**src/rtl/rv32_lsu_pkg.sv**
```systemverilog
// rv32_lsu_pkg: shared funct3/MemSize encodings, FSM states and request checks for the LSU.
package rv32_lsu_pkg;

    localparam logic [2:0] F3_B  = 3'b000;
    localparam logic [2:0] F3_H  = 3'b001;
    localparam logic [2:0] F3_W  = 3'b010;
    localparam logic [2:0] F3_BU = 3'b100;
    localparam logic [2:0] F3_HU = 3'b101;

    localparam logic [1:0] SZ_BYTE = 2'b00;
    localparam logic [1:0] SZ_HALF = 2'b01;
    localparam logic [1:0] SZ_WORD = 2'b10;

    typedef enum logic [1:0] {
        S_IDLE,
        S_RD_WAIT,
        S_WR,
        S_FAULT
    } state_e;

    // Stores only allow B/H/W; loads additionally allow the unsigned B/H forms.
    function automatic logic f3_illegal(input logic we, input logic [2:0] f3);
        return we ? (f3[2] || f3[1:0] == 2'b11) : (f3[1:0] == 2'b11 || f3 == 3'b110);
    endfunction

    function automatic logic misaligned(input logic [1:0] size, input logic [1:0] a);
        return (size == SZ_HALF && a[0]) || (size == SZ_WORD && a != 2'b00);
    endfunction

endpackage

```
**src/rtl/rv32_lsu_if.sv**
```systemverilog
// rv32_lsu_if: data-memory handshake bus; the LSU is master, the memory is slave.
interface rv32_lsu_if;

    logic        MemRead;
    logic        MemWrite;
    logic [1:0]  MemSize;
    logic [31:0] address;
    logic [31:0] write_data;
    logic [31:0] data_out;
    logic        Ready;

    modport master (
        output MemRead, MemWrite, MemSize, address, write_data,
        input  data_out, Ready
    );

    modport slave (
        input  MemRead, MemWrite, MemSize, address, write_data,
        output data_out, Ready
    );

endinterface

```
**src/rtl/rv32_load_ext.sv**
```systemverilog
// rv32_load_ext: funct3-driven sign/zero extension of right-aligned load data.
module rv32_load_ext
    import rv32_lsu_pkg::*;
(
    input  logic [2:0]  funct3_i,
    input  logic [31:0] data_i,
    output logic [31:0] data_o
);

    always_comb begin
        data_o = funct3_i == F3_B  ? {{24{data_i[7]}}, data_i[7:0]}   :
                 funct3_i == F3_H  ? {{16{data_i[15]}}, data_i[15:0]} :
                 funct3_i == F3_W  ? data_i                           :
                 funct3_i == F3_BU ? {24'h0, data_i[7:0]}             :
                 funct3_i == F3_HU ? {16'h0, data_i[15:0]}            : 32'h0;
    end

endmodule

```
**src/rtl/rv32_lsu.sv**
```systemverilog
// rv32_lsu: single-outstanding load/store unit between execute and a variable-latency data memory.
module rv32_lsu
    import rv32_lsu_pkg::*;
#(
    parameter int MEM_BYTES = 2048,
    parameter int TIMEOUT   = 15
) (
    input  logic        clk,
    input  logic        rst,
    input  logic        req_valid,
    output logic        req_ready,
    input  logic        req_we,
    input  logic [2:0]  req_funct3,
    input  logic [31:0] req_addr,
    input  logic [31:0] req_wdata,
    output logic        resp_valid,
    output logic [31:0] resp_rdata,
    output logic        resp_err,
    rv32_lsu_if.master  mem
);

    localparam int CW = $clog2(TIMEOUT + 1);

    state_e        state_q, state_d;
    logic          rdy_q, rdy_d, rd_q, rd_d, wr_q, wr_d, rv_q, rv_d, err_q, err_d;
    logic [CW-1:0] cnt_q, cnt_d;
    logic [2:0]    f3_q, f3_d;
    logic [1:0]    size_q, size_d;
    logic [31:0]   addr_q, addr_d, wdata_q, wdata_d, rdata_q, rdata_d, ext_data;
    logic          bad;

    assign bad = f3_illegal(req_we, req_funct3) || misaligned(req_funct3[1:0], req_addr[1:0]) ||
                 req_addr >= 32'(MEM_BYTES);

    rv32_load_ext u_ext (
        .funct3_i (f3_q),
        .data_i   (mem.data_out),
        .data_o   (ext_data)
    );

    // Faults respond straight from the accept edge; FAULT is the cycle that response is visible.
    always_comb begin
        state_d = state_q;
        cnt_d   = cnt_q;
        f3_d    = f3_q;
        rd_d    = rd_q;
        wr_d    = 1'b0;
        size_d  = size_q;
        addr_d  = addr_q;
        wdata_d = wdata_q;
        rv_d    = 1'b0;
        err_d   = 1'b0;
        rdata_d = 32'h0;
        unique case (state_q)
            S_IDLE: if (req_valid && rdy_q) begin
                f3_d    = req_funct3;
                size_d  = req_funct3[1:0];
                addr_d  = req_addr;
                wdata_d = req_wdata;
                cnt_d   = '0;
                rd_d    = !bad && !req_we;
                wr_d    = !bad && req_we;
                rv_d    = bad;
                err_d   = bad;
                state_d = bad ? S_FAULT : req_we ? S_WR : S_RD_WAIT;
            end
            S_RD_WAIT: if (mem.Ready) begin
                rd_d    = 1'b0;
                rv_d    = 1'b1;
                rdata_d = ext_data;
                state_d = S_IDLE;
            end else if (cnt_q == CW'(TIMEOUT - 1)) begin
                rd_d    = 1'b0;
                rv_d    = 1'b1;
                err_d   = 1'b1;
                state_d = S_IDLE;
            end else begin
                cnt_d = cnt_q + 1'b1;
            end
            S_WR: begin
                rv_d    = 1'b1;
                state_d = S_IDLE;
            end
            S_FAULT: state_d = S_IDLE;
        endcase
        rdy_d = state_d == S_IDLE;
    end

    always_ff @(posedge clk or posedge rst) begin
        if (rst) begin
            state_q <= S_IDLE;
            rdy_q   <= 1'b0;
            cnt_q   <= '0;
            f3_q    <= 3'h0;
            rd_q    <= 1'b0;
            wr_q    <= 1'b0;
            size_q  <= 2'h0;
            addr_q  <= 32'h0;
            wdata_q <= 32'h0;
            rv_q    <= 1'b0;
            err_q   <= 1'b0;
            rdata_q <= 32'h0;
        end else begin
            state_q <= state_d;
            rdy_q   <= rdy_d;
            cnt_q   <= cnt_d;
            f3_q    <= f3_d;
            rd_q    <= rd_d;
            wr_q    <= wr_d;
            size_q  <= size_d;
            addr_q  <= addr_d;
            wdata_q <= wdata_d;
            rv_q    <= rv_d;
            err_q   <= err_d;
            rdata_q <= rdata_d;
        end
    end

    assign req_ready      = rdy_q;
    assign resp_valid     = rv_q;
    assign resp_err       = err_q;
    assign resp_rdata     = rdata_q;
    assign mem.MemRead    = rd_q;
    assign mem.MemWrite   = wr_q;
    assign mem.MemSize    = size_q;
    assign mem.address    = addr_q;
    assign mem.write_data = wdata_q;

endmodule

```
**src/flat_wrapper.sv**
```systemverilog
// flat-port wrapper written by rule: the top's interface ports become plain ports
module rv32_lsu_flat import rv32_lsu_pkg::*;
#(
    parameter int MEM_BYTES = 2048,
    parameter int TIMEOUT   = 15
)
  (clk, rst, req_valid, req_ready, req_we, req_funct3, req_addr, req_wdata, resp_valid, resp_rdata, resp_err, mem_MemRead, mem_MemWrite, mem_MemSize, mem_address, mem_write_data, mem_data_out, mem_Ready);
  rv32_lsu_if mem_i ();
  input  logic clk;
  input  logic rst;
  input  logic req_valid;
  output logic req_ready;
  input  logic req_we;
  input  logic [2:0] req_funct3;
  input  logic [31:0] req_addr;
  input  logic [31:0] req_wdata;
  output logic resp_valid;
  output logic [31:0] resp_rdata;
  output logic resp_err;
  output wire logic [$bits(mem_i.MemRead)-1:0] mem_MemRead;
  output wire logic [$bits(mem_i.MemWrite)-1:0] mem_MemWrite;
  output wire logic [$bits(mem_i.MemSize)-1:0] mem_MemSize;
  output wire logic [$bits(mem_i.address)-1:0] mem_address;
  output wire logic [$bits(mem_i.write_data)-1:0] mem_write_data;
  input wire logic [$bits(mem_i.data_out)-1:0] mem_data_out;
  input wire logic [$bits(mem_i.Ready)-1:0] mem_Ready;
  assign mem_MemRead = mem_i.MemRead;
  assign mem_MemWrite = mem_i.MemWrite;
  assign mem_MemSize = mem_i.MemSize;
  assign mem_address = mem_i.address;
  assign mem_write_data = mem_i.write_data;
  assign mem_i.data_out = mem_data_out;
  assign mem_i.Ready = mem_Ready;
  rv32_lsu #(.MEM_BYTES(MEM_BYTES), .TIMEOUT(TIMEOUT)) u_core (.clk(clk), .rst(rst), .req_valid(req_valid), .req_ready(req_ready), .req_we(req_we), .req_funct3(req_funct3), .req_addr(req_addr), .req_wdata(req_wdata), .resp_valid(resp_valid), .resp_rdata(resp_rdata), .resp_err(resp_err), .mem(mem_i));
endmodule
```
**config.mk**
```make
export PLATFORM = sky130hd
export DESIGN_NAME = rv32_lsu_flat
export DESIGN_NICKNAME = d
export VERILOG_FILES = /design/src/rtl/rv32_lsu_pkg.sv /design/src/rtl/rv32_lsu_if.sv /design/src/rtl/rv32_load_ext.sv /design/src/rtl/rv32_lsu.sv /design/src/flat_wrapper.sv
export SDC_FILE = /design/constraint.sdc
export NUM_CORES = 1
export LEC_CHECK = 0
export ABC_AREA = 1
export CAP_MARGIN = 20
export CORE_ASPECT_RATIO = 0.5
export CORE_MARGIN = 2
export CORE_UTILIZATION = 45
export CTS_BUF_LIST = sky130_fd_sc_hd__clkbuf_4
export DETAILED_ROUTE_END_ITERATION = 7
export PLACE_DENSITY = 0.86
export REMOVE_ABC_BUFFERS = 1
export SLEW_MARGIN = 5
export SYNTH_ARGS = -nofsm -noshare
export SYNTH_HDL_FRONTEND = slang
export SYNTH_SLANG_ARGS = --single-unit
```
**constraint.sdc**
```tcl
create_clock -name clk -period 9.6 [get_ports clk]
set_input_delay 2.88 -clock clk [delete_from_list [all_inputs] [get_ports clk]]
set_output_delay 2.88 -clock clk [all_outputs]
set_load 0.1 [all_outputs]
```
* After elaboration in Yosys (flattened, before gate mapping)
Index checks and enable logic that the tools add are counted.
** Storage, ports and cells
- Memories kept :: 0
- Output and inout bits :: 103
- Bits in latches :: 0
- Logic and storage cells :: 81
- Input bits :: 104
- Bits in writable memories :: 0
- Flip-flop bits (word level) :: 112
- ROM bits :: 0
** Cells by class
- Equal/unequal tests :: 16
- Shift-type cells :: 0
- $mul :: 0
- Reduce and logical (&&, ||, !) cells :: 21
- Muxes and demuxes :: 30
- Bitwise gates (word level) :: 0
- Divide/modulo/power cells :: 0
- $lt $le $gt $ge :: 1
- Add/subtract/negate cells :: 1
** Operators with widths (number)
- $mux 32 :: 5
- $ge 32x12->1 const B :: 1
- $mux 16 :: 2
- $mux 4 :: 3
- $mux 1 :: 10
- $mux 2 :: 5
- $eq 3x3->1 const B :: 3
- $eq 2x2->1 const B :: 4
- $pmux 4 s2 :: 1
- $pmux 2 s3 :: 1
- $logic_and 1x1->1 :: 5
- $logic_or 1x1->1 :: 5
- $add 4x1->4 const B :: 1
- $eq 2x1->1 const B :: 2
- $eq 4x4->1 const B :: 1
- $logic_not 2->1 :: 2
- $ne 2x2->1 const B :: 2
- $pmux 1 s2 :: 2
- $reduce_and 4->1 :: 1
- $reduce_bool 2->1 :: 2
- $eq 3x1->1 const B :: 1
- $eq 3x2->1 const B :: 1
- $logic_not 3->1 :: 1
- $ne 3x2->1 const B :: 1
- other kinds (6) :: 7

* Depth between registers and ports, before layout
- Depth in word-level cells :: 9
- Gate-level depth with buffers :: 8
- Depth with buffers taken out :: 8

* Hierarchy
Synthesis repeated with hierarchy kept, for this count alone.
** Second synthesis, totals
- Cell total of the unflattened synthesis :: 560
- Area total of the unflattened synthesis :: 4732.0 um2
** By module, submodules not included
- rv32_lsu :: area each 4310.4 um2, times used 1, sequential area each 2752.6 um2, cells an instance 480
- rv32_load_ext :: area each 421.7 um2, times used 1, sequential area each 0.0 um2, cells an instance 80

* Worst setup path after synthesis
Ideal clock, no wire load.
- Path type :: reg-to-output
- From :: register u_core.rdy_q (netlist: u_core.req_ready)
- To :: output req_ready
- Arrival time :: 0.898 ns
- Setup slack :: 5.822 ns
- Buffers on the path :: 0
- Cell stages (with the launch flop) :: 1
- Required time :: 6.720 ns
- Cells stage by stage :: dfrtp_1
** RTL lines
- start, declared :: RTL line rv32_lsu.sv:25 : logic rdy_q, rdy_d, rd_q, rd_d, wr_q, wr_d, rv_q, rv_d, err_q, err_d;
- start signal, assigned :: RTL line rv32_lsu.sv:105 : rdy_q <= rdy_d;
- end, declared :: RTL line flat_wrapper.sv:12 : output logic req_ready;
No word-level cell between the ends.

==> flow_metrics.tcl <==
set metrics [dict create \
    grt_start_max_net_pins 86 \
    status "complete, no violations" \
    synth_top_area_cell "dfrtp_1" \
    yosysSeqAreaShare_pct 60.2 \
    ys_warn_count 0 \
    core_um2 9670 \
    grt-ovfl-total 0 \
    crit_family "buffers and inverters" \
    drt_iter0_drc 272 \
    finalCriticalPeriod_ps 5460 \
    finalMaxSlewViolations 0 \
    path_cells "clkdlybuf4s50_1" \
    setup.worst_path.start_class "flop" \
    grt_pass1_wl_um 19400 \
    placed_cells 822 \
    numCtsBuffers 9 \
    met1_usage_pct 26.9 \
    reg2reg_depth 4 \
    io_pins 207 \
    grt_setup_unrepaired "false" \
    worstSetupPathType "flop to primary output" \
    final_cells 837 \
    crit_arrival_ps 2580 \
    min_path_cells 2 \
    drive_gt1_share_pct 6.70 \
    synth_most_common_cell "nand2_1" \
    routabilityCongestion 0.800 \
    initial_core_util_pct 47.3 \
    multi_input_area_um2 1580 \
    drtPass1Iterations 4 \
    hp-class "flop to flop" \
    wl_um 12400 \
    syn_to_final_growth_pct 49.1 \
    antenna_cells 0 \
    use_met2_pct 42.1 \
    route.vias.total 3965 \
    antenna_found_initial 0 \
    clk_latency_ps 480 \
    synth_common_cells "nand2_1, dfrtp_1, nand3_1" \
    hold_end "u_core.mem.address[13]$_DFFE_PP0P_" \
    grt_usage_pct 22.8 \
    seqCellArea_um2 2750 \
    cts_root_buf "clkbuf_4" \
    ant_nets 0 \
    synth_ff_type "dfrtp_1" \
    worstPathMaxFanout 20 \
    synth_edf_count 0 \
    met3_usage_pct 5.57 \
    regToRegSetupSlack_ps 7260 \
    hpwlAfterDp_um 8800 \
    h-tree-depth 3 \
    hp-start "u_core.mem.address[13]$_DFFE_PP0P_" \
    synth_top_area_share_pct 60.2 \
    setup_viol 0 \
    synthArstFlopShare_pct 100 \
    netlist_top_cells_area "dfrtp_1, nand2_1, nand3_1" \
    clock-sinks 110 \
    path_clk_slew_ps 150 \
    post_cts_buffers 0 \
    worst_slew_pin_slew_ps 1040 \
    fin_area_um2 6820 \
    cp-end-kind "primary output" \
    tritoncts "yes" \
    critPathBufInv 1 \
    wl_per_cell_um 14.8 \
    drcViolationCount 0 \
    cp.required_ps 6720 \
    fin_skew_ps 23.5 \
    yosysUniqueCellTypes 26 \
    post_cts_resized 0 \
    ctsHoldBuffers 0 \
    final_nets 804 \
    dieWidth_um 147 \
    die_h_um 75.3 \
    grt_pass1_vias 3777 \
    hold_viol_final 0 \
    finalCritPeriodShare_pct 56.8 \
    dieArea_um2 11000 \
    clock_path_buffers 2 \
    synth-seq-cells 110 \
    syn_area_um2 4580 \
    setup_tns_ps 0 \
    relSlewSlack_pct 30.7 \
    reg2reg_from "u_core.f3_q[2]$_DFFE_PP0P_" \
    synthCells 507 \
    portBuffers 206 \
    crit_path_max_incr_delay_ps 1280 \
    postSynthAreaPerCell_um2 9.02 \
    fillers 707 \
    post_dp_cell_area_um2 6670 \
    max_freq_ghz 0.183 \
    cap_viol_max_count 0 \
    critPathSlowestCell "clkdlybuf4s50_1" \
    reg2reg_to "u_core.resp_rdata[20]$_DFF_PP0_" \
    vias_per_cell 4.74 \
    rows 25 \
    top_usage_layer "met2" \
]
state kept, by name, indices dropped and copies added, names as in the netlist, 2 cells and up:
| register | cells |
|---|---|
| u_core.cnt_q | 4 |
| u_core.mem.address | 32 |
| u_core.mem.write_data | 32 |
| u_core.state_q | 2 |
| u_core.resp_rdata | 32 |
| u_core.f3_q | 2 |
how the worst max path moves through the flow:
stage / from / endpoint / slack (ps) / cells after the start
finish: u_core.f3_q[1]$_DFFE_PP0P_ / mem_MemSize[1] / 4140 / 1
detailed placement: req_valid / u_core.resp_err$_DFF_PP0_ / 4440 / 6
global route: u_core.f3_q[1]$_DFFE_PP0P_ / mem_MemSize[1] / 4030 / 1
global placement: req_valid / u_core.resp_err$_DFF_PP0_ / 4450 / 6
floorplan: rst / u_core.cnt_q[0]$_DFFE_PP0P_ / 3820 / 1
CTS: u_core.f3_q[1]$_DFFE_PP0P_ / mem_MemSize[1] / 4130 / 1
placed cells by master (no fill, tap or decap):
cell	instances
nor2_4	2
o21ai_0	18
a21oi_1	15
bufinv_16	2
nand3b_1	1
clkinvlp_4	1
dfrtp_1	110
or2_1	1
a21oi_4	1
clkinv_1	2
nor3b_1	9
o21bai_4	1
buf_4	2
nand2_2	11
nand2_1	224
clkdlybuf4s50_1	206
nand4_1	3
nor3_1	1
inv_2	2
nor2_1	14
nand3_2	1
nor2_2	2
xor2_1	1
nand2_4	1
inv_4	1
nand3_1	26
a21oi_2	10
inv_1	22
ha_1	2
clkbuf_4	10
cell families (layout without fill, tap and decap cells):
family	after synthesis	in the layout	share of synthesized area (%)
and+or+nand+nor	296	296	27.3
DFF	110	110	60.2
buffers and inverters	53	248	5.52
AOI/OAI and AO/OA	45	45	6.29
adders and majority gates	2	2	0.547
xor gates and xnor gates	1	1	0.191
area by class of cell:
cell class,count,share of cell area (%)
clock buffer,10,1.10
tap,135,2.48
clock inverter,5,1.10
sequential,110,40.4
multi-input combinational,344,23.1
inverter,25,1.41
timing repair buffer,208,30.5
per-layer routing:
metal | up-vias | part of all wire, %
met4 | 0 | 3.1
met3 | 31 | 4.3
met5 | - | 0
met2 | 104 | 52
li1 | 1958 | -
met1 | 1872 | 41
metrics by stage:
stage               hold WS [ps]  util [%]  setup WS, ps
floorplan                    499         -          3820
global placement             461      69.0          4450
detailed placement           464      69.0          4440
CTS                          499      70.6          4130
global route                 519      70.6          4030
finish                       498      70.6          4140
Power is not shown: default switching activity piles up to over one toggle a cycle in this logic, so the estimate is an artifact.
==> RTL change, RTL diff (config.mk and constraints unchanged) <==
`MEM_BYTES` is set to 2048 in 2 places; all go to 1024.
--- a/src/rtl/rv32_lsu.sv
+++ b/src/rtl/rv32_lsu.sv
@@ -2,7 +2,7 @@
 module rv32_lsu
     import rv32_lsu_pkg::*;
 #(
-    parameter int MEM_BYTES = 2048,
+    parameter int MEM_BYTES = 1024,
     parameter int TIMEOUT   = 15
 ) (
     input  logic        clk,
--- a/src/flat_wrapper.sv
+++ b/src/flat_wrapper.sv
@@ -1,7 +1,7 @@
 // flat-port wrapper written by rule: the top's interface ports become plain ports
 module rv32_lsu_flat import rv32_lsu_pkg::*;
 #(
-    parameter int MEM_BYTES = 2048,
+    parameter int MEM_BYTES = 1024,
     parameter int TIMEOUT   = 15
 )
   (clk, rst, req_valid, req_ready, req_we, req_funct3, req_addr, req_wdata, resp_valid, resp_rdata, resp_err, mem_MemRead, mem_MemWrite, mem_MemSize, mem_address, mem_write_data, mem_data_out, mem_Ready);
Function: changed (Yosys sat finds a counterexample within 4 cycles, from zero or initial values and one cycle with rst high).
==> RTL change against the original RTL <==
  * Wire length rose by 0.83%
  * Worst setup slack got worse by 0.059 ns
  * Count of clock-buffer cells in the layout rose by 2
  * Register-to-register slack got worse by 0.08 ns
  * Critical path type unchanged
  * Sequential share of layout area fell by 0.15 points
  * Final area rose by 0.37%
  * Die area fell by 0.89%
  * Synthesized area fell by 0.93%
  * Sequential cell count did not move
  * Non-clock buffer count rose by 2
Power is not shown: default switching activity piles up to over one toggle a cycle in this logic, so the estimate is an artifact.
==> RTL change: results (changes against the original RTL) <==
* First DRT Iteration DRCs at 251 (-7.7%)
* Routed length per instance at 14.85 µm (about the same)
* Max-slew headroom at 31.39% (+0.74 points)
* Post-place instance area at 6641 µm² (-0.43%)
* Core Region at 9603 µm² (-0.65%)
* GRT Overall Usage at 23.24% (+0.43 points)
* Seq Cell Count at 110 (unchanged)
* Met2 Wirelength at 6691 µm (+4.3%)
* Worst path arrival time at 2.64 ns (+0.06 ns)
* Clock buffer cells at 12 (+2)
* Clk_skew at 0.01645 ns (-0.007049 ns)
* DP Wirelength at 8809 µm (+0.14%)
* Run status: finished clean
* Inverters, non-clock at 22 (-12%)
* GPL Wtd Cong at 0.8406 (+5.1%)
* Final-layout non-clock buffer area share at 30.96% (+0.51 points)
* Avg Cell Area, Syn at 8.906 µm² (-1.3%)
* Post-Route WL at 12530 µm (+0.83%)
* Vias/cell at 4.878 (+3.0%)
* Synth Area in Compound Gates at 5.493% (-0.80 points)
* Synth top area cells: dfrtp_1 (61%), nand2_1 (18%), nor2_1 (3.4%), nand3_1 (2.9%), a21oi_2 (1.9%)
* Worst slack at placement at 4.477 ns (+0.03936 ns)
* Drt pass-1 iters at 5 (+1)
* WL met3 at 645 µm (+22%)
* Ranking of synthesized cells by instance count: nand2_1 (221), dfrtp_1 (110), nor2_1 (41)
* Register area share after synthesis at 60.72% (+0.56 points)
* Multi-input combinational area share at 22.74% (-0.36 points)
* Adder-Cell Fraction of Synth Area at 0.5520% (+0.0051 points)
* GR Util met2 at 42.03% (-0.063 points)
## RTL change: cell count changes in the layout (fill, tap and decap cells not counted), moves of 2 or more
cell and delta:
nand2_1 -3, inv_1 -3, nor2_1 +27, nor2_4 -2, o21ai_0 -5, clkbuf_4 +2, nand2_2 -11
## RTL change: worst paths after layout
check                                             to  slack, ns  cells after the start
max in group asynchronous  u_core.mem.write_data[27]       5.95                      4
max                                   mem_MemSize[1]       4.08                      1
min in group asynchronous       u_core.resp_rdata[8]       2.70                      2
max reg2reg                    u_core.resp_rdata[16]       7.18                      5
min                         u_core.mem.write_data[5]       0.50                      2
min reg2reg                 u_core.mem.write_data[5]       0.50                      2
## RTL change: logic make-up (layout without fill, tap and decap cells)
group / after synthesis / after routing
and+or+nand+nor: 308 / 308
DFF: 110 / 110
buffers and inverters: 48 / 248
AOI/OAI and AO/OA: 40 / 40
adders and majority gates: 2 / 2
xor gates and xnor gates: 1 / 1
